<file path="config.mk">
export PLATFORM = sky130hd
export DESIGN_NAME = vdc_host_master
export DESIGN_NICKNAME = d
export VERILOG_FILES = /design/src/rtl/vdc_host_master.sv
export SDC_FILE = /design/constraint.sdc
export NUM_CORES = 1
export LEC_CHECK = 0
export BUFFER_PORTS_ARGS = -buffer_cell sky130_fd_sc_hd__buf_2
export CAP_MARGIN = 25
export CORE_UTILIZATION = 35
export CTS_BUF_LIST = sky130_fd_sc_hd__clkbuf_16
export DETAILED_ROUTE_END_ITERATION = 7
export HOLD_SLACK_MARGIN = 0.03
export PLACE_DENSITY = 0.72
export SLEW_MARGIN = 20
export SYNTH_ARGS = -nofsm -noshare
export SYNTH_HDL_FRONTEND = slang
export SYNTH_SLANG_ARGS = --single-unit
export TNS_END_PERCENT = 50
</file>
<file path="constraint.sdc">
create_clock -name CLK -period 1.8 [get_ports CLK]
set_clock_uncertainty 0.05 [all_clocks]
set_input_delay 0.18 -clock CLK [delete_from_list [all_inputs] [get_ports CLK]]
set_output_delay 0.18 -clock CLK [all_outputs]
set_load 0.01 [all_outputs]
</file>
<file path="src/rtl/vdc_host_master.sv">
// vdc_host_master
// Bus-cycle initiator for the EPOCH TV-1 host port. A single request/ack
// transaction becomes a chip-select / strobe cycle whose setup, strobe and
// hold phases are each counted in CE ticks.
//
// Ports:
//   CLK, RESB        clock, synchronous active-low reset
//   CE               clock enable pacing the bus phases (not the accept/ack)
//   REQ, REQ_WE      request level (sampled in IDLE only), 1 = write
//   REQ_A, REQ_D     request address / write data
//   ACK              one-CLK completion pulse
//   BUSY             high whenever not IDLE
//   RD_DATA          last captured read data
//   A, DB_O, DB_OE   address, write data and data drive enable to the VDC
//   DB_I             read data from the VDC
//   RDB, WRB, CSB    active-low read strobe, write strobe, chip select
module vdc_host_master #(
  parameter int unsigned SETUP_CYC  = 1,
  parameter int unsigned STROBE_CYC = 2,
  parameter int unsigned HOLD_CYC   = 1
) (
  input  logic        CLK,
  input  logic        RESB,
  input  logic        CE,
  input  logic        REQ,
  input  logic        REQ_WE,
  input  logic [12:0] REQ_A,
  input  logic [7:0]  REQ_D,
  output logic        ACK,
  output logic        BUSY,
  output logic [7:0]  RD_DATA,
  output logic [12:0] A,
  output logic [7:0]  DB_O,
  output logic        DB_OE,
  input  logic [7:0]  DB_I,
  output logic        RDB,
  output logic        WRB,
  output logic        CSB
);

  localparam int unsigned MAX_SS = (SETUP_CYC > STROBE_CYC) ? SETUP_CYC : STROBE_CYC;
  localparam int unsigned MAX_P  = (MAX_SS > HOLD_CYC) ? MAX_SS : HOLD_CYC;
  localparam int unsigned CW     = (MAX_P > 1) ? $clog2(MAX_P + 1) : 1;

  localparam logic [CW-1:0] C_SETUP  = CW'(SETUP_CYC - 1);
  localparam logic [CW-1:0] C_STROBE = CW'(STROBE_CYC - 1);
  localparam logic [CW-1:0] C_HOLD   = CW'(HOLD_CYC - 1);
  localparam logic [CW-1:0] C_ONE    = CW'(1);

  localparam logic [1:0] S_IDLE   = 2'd0;
  localparam logic [1:0] S_SETUP  = 2'd1;
  localparam logic [1:0] S_STROBE = 2'd2;
  localparam logic [1:0] S_HOLD   = 2'd3;

  logic [1:0]    r_state;
  logic [CW-1:0] r_cnt;
  logic          r_we;
  logic          r_ack;
  logic          r_busy;
  logic [7:0]    r_rd_data;
  logic [12:0]   r_a;
  logic [7:0]    r_db_o;
  logic          r_db_oe;
  logic          r_rdb;
  logic          r_wrb;
  logic          r_csb;
  logic          w_cnt_zero;

  assign w_cnt_zero = (r_cnt == '0);

  always_ff @(posedge CLK) begin
    if (!RESB) begin
      r_state   <= S_IDLE;
      r_cnt     <= '0;
      r_we      <= 1'b0;
      r_ack     <= 1'b0;
      r_busy    <= 1'b0;
      r_rd_data <= '0;
      r_a       <= '0;
      r_db_o    <= '0;
      r_db_oe   <= 1'b0;
      r_rdb     <= 1'b1;
      r_wrb     <= 1'b1;
      r_csb     <= 1'b1;
    end else begin
      // ACK is a single-CLK pulse regardless of CE.
      r_ack <= 1'b0;
      case (r_state)
        S_IDLE: begin
          // Accept is not gated by CE so a request never waits for a tick.
          if (REQ) begin
            r_a     <= REQ_A;
            r_db_o  <= REQ_D;
            r_we    <= REQ_WE;
            r_csb   <= 1'b0;
            r_db_oe <= REQ_WE;
            r_busy  <= 1'b1;
            r_cnt   <= C_SETUP;
            r_state <= S_SETUP;
          end
        end
        S_SETUP: begin
          if (CE) begin
            if (!w_cnt_zero) begin
              r_cnt <= r_cnt - C_ONE;
            end else begin
              if (r_we) r_wrb <= 1'b0;
              else      r_rdb <= 1'b0;
              r_cnt   <= C_STROBE;
              r_state <= S_STROBE;
            end
          end
        end
        S_STROBE: begin
          if (CE) begin
            if (!w_cnt_zero) begin
              r_cnt <= r_cnt - C_ONE;
            end else begin
              // Capture on the strobe-release edge: DB_I reflects the
              // last strobe-low cycle.
              if (!r_we) r_rd_data <= DB_I;
              r_rdb   <= 1'b1;
              r_wrb   <= 1'b1;
              r_cnt   <= C_HOLD;
              r_state <= S_HOLD;
            end
          end
        end
        default: begin
          if (CE) begin
            if (!w_cnt_zero) begin
              r_cnt <= r_cnt - C_ONE;
            end else begin
              r_csb   <= 1'b1;
              r_db_oe <= 1'b0;
              r_busy  <= 1'b0;
              r_ack   <= 1'b1;
              r_state <= S_IDLE;
            end
          end
        end
      endcase
    end
  end

  assign ACK     = r_ack;
  assign BUSY    = r_busy;
  assign RD_DATA = r_rd_data;
  assign A       = r_a;
  assign DB_O    = r_db_o;
  assign DB_OE   = r_db_oe;
  assign RDB     = r_rdb;
  assign WRB     = r_wrb;
  assign CSB     = r_csb;

endmodule

</file>
==> flow_metrics.tcl, run 1 <==
set metrics [dict create \
    drt_pass1_iterations 6 \
    routabilityCongestion 0.7704 \
    die_area_mm2 0.005453 \
    leakagePower_nw 1.049 \
    synthMuxAreaShare 0.01108 \
    relSlewSlack 0.6811 \
    grt_usage 0.1452 \
    finalWorstSetupSlack_ns 0.1066 \
    nFillCells 475 \
    wl_um 3862 \
    clk_pin_slew_ns 0.06 \
    nets 321 \
    worstMarginPinSlew_ns 0.4783 \
    multi_input_area_um2 952.2 \
    setup_tns_ns 0 \
    power_mw 3.332 \
    initial_core_util 0.3726 \
    cts-root-buf "clkbuf_16" \
    post_drt_via_cell_ratio 4.577 \
    clock_sinks 40 \
    ant_nets 0 \
    synth_edf_count 0 \
    final_cells 345 \
    grt_pass1_wl_um 6175 \
    regArea_um2 800.8 \
    synth_area_leaders "dfxtp_1 (44%), nand2_1 (13%), a21boi_0 (9.1%)" \
    portBuffers 68 \
    syn_area_mm2 0.001807 \
    rows 25 \
    syn_nets 254 \
    cp.buffers_inverters 1 \
    fmax_mhz 590.5 \
    dieWidth_um 73.85 \
    layout_common_cells "buf_2 (68), nand2_1 (64), dfxtp_1 (40)" \
    hold_viol_final 0 \
    dieHeight_um 73.85 \
    numCtsBuffers 5 \
    maxSlewViolCount 0 \
    cp_cell_sequence "inv_1, ha_2, or4b_1, o211ai_2, nand3_1, o21ai_0" \
    ir_worst_vdd_mv 0.8922 \
    synth_cell_types 34 \
    crit_required_ns 1.95 \
    start_kind "flop" \
    syn_inst 210 \
    overflow 0 \
    ys_ff_latch 40 \
    yosys.area_share.adder 0.06925 \
    reg2reg_depth 6 \
    clk_latency_ns 0.27 \
    setup_viol 0 \
    status "finished, final reports clean" \
    wl_per_cell_um 11.19 \
    synth_top_family_by_area "simple AND/OR/NAND/NOR gates" \
    dp_hpwl_um 2766 \
    cts_tree "yes" \
    p_per_area_mw_per_mm2 1411 \
    final_common_cell "buf_2" \
    dp_slack_ns 0.04367 \
    cp-end-kind "flop" \
    fp.coreArea_mm2 0.004848 \
    grt_max_degree 32 \
    drc_errors 0 \
    grt_pass1_vias 1345 \
    critPathMaxFanout 7 \
    synth_top_area_frac 0.4432 \
    synth_xor_area_frac 0 \
    vias 1579 \
    synth_compound_gate_area_share 0.2008 \
    cap_violations 0 \
    synth_area_per_cell_um2 8.603 \
    utilization 0.4870 \
    cts_max_path_buffers 2 \
    cp.arrival_ns 1.84 \
    h-tree-depth 2 \
    whs_path_depth 3 \
    layout_min_cycle_time_ns 1.693 \
    drive_gt1_frac 0.3237 \
    cp.depth 6 \
    r2r_setup_slack_ns 0.11 \
    io_pins 69 \
    async_flop_share 0 \
    synth-simple-area-share 0.2355 \
    cpPeakStageDelay_ns 0.54 \
    antenna_found_initial 0 \
    first_iter_violations 85 \
    critPathKind "reg2reg" \
    diodes 0 \
    slowest_stage "or4b_1" \
    cp_top_family "simple AND/OR/NAND/NOR gates" \
    hp-class "in2reg" \
    syn_to_final_growth_pct 30.68 \
    dp.cells 337 \
    synth_top_area_cell "dfxtp_1" \
    synth_ff_type "dfxtp_1" \
    yosys_warnings 0 \
    yosysSeqAreaShare 0.4432 \
    fin_crit_sh 0.9408 \
]
-- cells in the mapped netlist, types with 4 or more instances --
cell / instances
a21boi_0: 22
clkbuf_1: 7
nor2b_1: 4
dfxtp_1: 40
a21boi_1: 9
nand2b_1: 5
ha_1: 10
o21ai_0: 7
nand3_1: 7
nand2_1: 64
buf_2: 4
inv_1: 4
-- path summary, 6_finish.rpt --
| kind | start | to |
|---|---|---|
| worst max-delay path | r_state[1] | r_cnt[1] |
| worst min-delay path | DB_I[6] | RD_DATA[6] |
| worst max register to register | r_state[1] | r_cnt[1] |
| worst min register to register | RD_DATA[5] | RD_DATA[5] |
-- worst register-to-register path, delay by kind of cell (launching register included) --
family                   cells  cell delay (ns)
buffers and inverters        1             0.11
AND/OR/NAND/NOR              2             0.63
AO/OA/AOI/OAI                2             0.22
adder cells (fa/ha/maj)      1             0.22
flip-flops                   1             0.40
-- layout make-up --
cell class | count | area share
clock buffer | 5 | 0.05299
sequential | 40 | 0.3392
timing repair buffer | 72 | 0.1569
tap | 67 | 0.03551
multi-input combinational | 154 | 0.4033
inverter | 4 | 0.006359
clock inverter | 3 | 0.005829
-- stage by stage --
step / instance area (um^2) / hold slack (ns)
global route: 2361 / 0.08632
floorplan: 1807 / 0.2322
detailed placement: 2203 / 0.3780
finish: 2361 / 0.09336
global placement: 2203 / 0.3720
CTS: 2342 / 0.08880
-- metal layers --
metal | wire (um) | vias up | global-route usage
met3 | 256 | 2 | 0.05624
li1 | - | 827 | -
met5 | 0 | - | 0
met1 | 1845 | 701 | 0.1884
met2 | 1754 | 49 | 0.2365
met4 | 6 | 0 | 0.01282
-- sequential cells by signal (all words and copies together) (netlist names), 2 cells and up --
signal / count
DB_O: 8
RD_DATA: 8
r_cnt: 2
r_state: 2
A: 13
-- timing repair --
item	4_1_cts	5_1_grt
buffers inserted	0	0
hold buffers	0	0
endpoints found under the setup margin	0	5
resized for setup	0	7
-- logic make-up (layout without fill, tap and decap cells) --
family | Yosys count | after routing
AO/OA/AOI/OAI | 49 | 49
adder cells (fa/ha/maj) | 10 | 10
buffers and inverters | 16 | 84
flip-flops | 40 | 40
multiplexers | 2 | 2
AND/OR/NAND/NOR | 93 | 93
-- where the power goes --
part	switching (mW)	total, mW	internal [mW]
clock network	0.325	0.828	0.503
registers	0.107	1.18	1.08
logic	0.745	1.32	0.576
Note: power is estimated with default switching activity, not from simulation.
==> run 2, diff against run 1 <==
--- a/config.mk
+++ b/config.mk
@@ -11,6 +11,7 @@
 export CTS_BUF_LIST = sky130_fd_sc_hd__clkbuf_16
 export DETAILED_ROUTE_END_ITERATION = 7
 export HOLD_SLACK_MARGIN = 0.03
+export MAX_ROUTING_LAYER = met4
 export PLACE_DENSITY = 0.72
 export SLEW_MARGIN = 20
 export SYNTH_ARGS = -nofsm -noshare
==> flow_metrics.tcl, run 2 (same netlist as run 1, synthesis figures left out) <==
set metrics [dict create \
    vias 1576 \
    cap_violations 0 \
    regArea_um2 800.8 \
    ant_nets 0 \
    grt_pass1_wl_um 6175 \
    drive_gt1_frac 0.3237 \
    drc_errors 0 \
    post_drt_via_cell_ratio 4.568 \
    worstHoldStart "DB_I[6]" \
    drt_pass1_iterations 4 \
    first_iter_violations 81 \
    cts-root-buf "clkbuf_16" \
    diodes 0 \
    r2r_end "r_cnt[1]" \
    cp_top_family "simple AND/OR/NAND/NOR gates" \
    syn_to_final_growth_pct 30.68 \
    wl_met2_um 1751 \
    largest_register_ffs 13 \
    multi_input_area_um2 952.2 \
    layout_common_cells "buf_2 (68), nand2_1 (64), dfxtp_1 (40)" \
    dieWidth_um 73.85 \
    io_pins 69 \
    hold-path-endpoint "RD_DATA[6]" \
    cts_hold_buffers 0 \
    cp-end-kind "flop" \
    route.met3.wl_um 231 \
    grt_max_degree 32 \
    dieHeight_um 73.85 \
    total_switching_power_mw 1.179 \
    hp-class "in2reg" \
    seqPwrFrac 0.355 \
    critPathMaxFanout 7 \
    worstMarginPinSlew_ns 0.4751 \
    wl_per_cell_um 11.19 \
    initial_core_util 0.3726 \
    wl_met1_um 1872 \
    clk_latency_ns 0.27 \
    dp_hpwl_um 2766 \
    clock_sinks 40 \
    slowest_stage "or4b_1" \
    reg2reg_depth 6 \
    hold_viol_final 0 \
    nFillCells 475 \
    status "finished, final reports clean" \
    numCtsBuffers 5 \
    whs_path_depth 3 \
    cp_cell_sequence "inv_1, ha_2, or4b_1, o211ai_2, nand3_1, o21ai_0" \
    start_kind "flop" \
    fp.coreArea_mm2 0.004848 \
    highest_layer "met4" \
    routabilityCongestion 0.7807 \
    nets 321 \
    fin_crit_sh 0.9407 \
    setup_viol 0 \
    ir_worst_vdd_mv 0.8975 \
    portBuffers 68 \
    wl_um 3860 \
    die_area_mm2 0.005453 \
    r2r-start "r_state[1]" \
    clk_pin_slew_ns 0.06 \
    cts_tree "yes" \
    cts_max_path_buffers 2 \
    relSlewSlack 0.6833 \
    critPathKind "reg2reg" \
    swShare 0.3536 \
    setup_tns_ns 0 \
    cp.buffers_inverters 1 \
    leakagePower_nw 1.049 \
    p_per_area_mw_per_mm2 1412 \
    p_int_mw 2.156 \
    crit_required_ns 1.95 \
    utilization 0.4870 \
    r2r_setup_slack_ns 0.11 \
    grt_pass1_vias 1346 \
    power_mw 3.335 \
    maxSlewViolCount 0 \
    rows 25 \
    antenna_found_initial 0 \
    p_comb_frac 0.396 \
    final_common_cell "buf_2" \
    fmax_mhz 590.6 \
    layout_min_cycle_time_ns 1.693 \
    p_clk_frac 0.249 \
    overflow 0 \
    grt_usage 0.1495 \
    cpPeakStageDelay_ns 0.54 \
    cp.arrival_ns 1.84 \
    h-tree-depth 2 \
]
==> run 2: cell counts in the layout (fill, tap and decap cells not counted) <==
Identical to the previous run, type by type.
==> run 2: final cells by class <==
| class | instances | area share |
|---|---|---|
| Inverter | 4 | 0.006359 |
| Clock buffer | 5 | 0.05299 |
| Tap cell | 67 | 0.03551 |
| Multi-Input combinational cell | 154 | 0.4033 |
| Timing Repair Buffer | 72 | 0.1569 |
| Clock inverter | 3 | 0.005829 |
| Sequential cell | 40 | 0.3392 |
==> run 2: power groups by stage <==
stage                     Sequential (mW)  Clock [mW]  Combinational [mW]
final                                1.18       0.830                1.32
after global routing                 1.21       0.902                1.49
after CTS                            1.18       0.857                1.30
after detailed placement             1.20           0                1.30
after global placement               1.19           0                1.27
after floorplan                      1.27           0               0.851
==> run 2: worst max path at each step <==
stage | start | to | slack, ns | cells past startpoint
final | r_state[1] | r_cnt[1] | 0.11 | 6
after global routing | r_state[1] | r_cnt[0] | -0.02 | 6
after CTS | r_state[0] | r_state[0] | 0.03 | 5
after detailed placement | r_state[0] | r_state[0] | 0.04 | 5
after global placement | r_state[1] | r_cnt[1] | 0.11 | 6
after floorplan | r_state[0] | r_state[0] | 0.18 | 6
==> run 2: metrics by stage <==
| stage | cells | instance area, um^2 | hold slack (ns) | worst slack [ns] |
|---|---|---|---|---|
| finish | 345 | 2361 | 0.09346 | 0.1067 |
| global route | 345 | 2361 | 0.08608 | -0.02197 |
| CTS | 345 | 2342 | 0.08880 | 0.03312 |
| detailed placement | 337 | 2203 | 0.3780 | 0.04367 |
| global placement | 337 | 2203 | 0.3720 | 0.1093 |
| floorplan | 210 | 1807 | 0.2322 | 0.1817 |
==> run 2: routing by layer <==
metal  global-route usage  vias to the layer above
met5                    -                        -
met4              0.01282                        0
met3              0.04664                        2
met2               0.2375                       49
met1               0.1935                      698
li1                     -                      827
==> run 2: tightest hold or removal path, cell delays in order <==
cell,delay [ns]
buf_2,0.10
nand2_1,0.04
a21boi_1,0.05
==> run 2: what timing repair did <==
action | 4_1_cts | 5_1_grt
setup buffers | 0 | 0
setup endpoints to repair | 0 | 5
gates resized for setup | 0 | 7
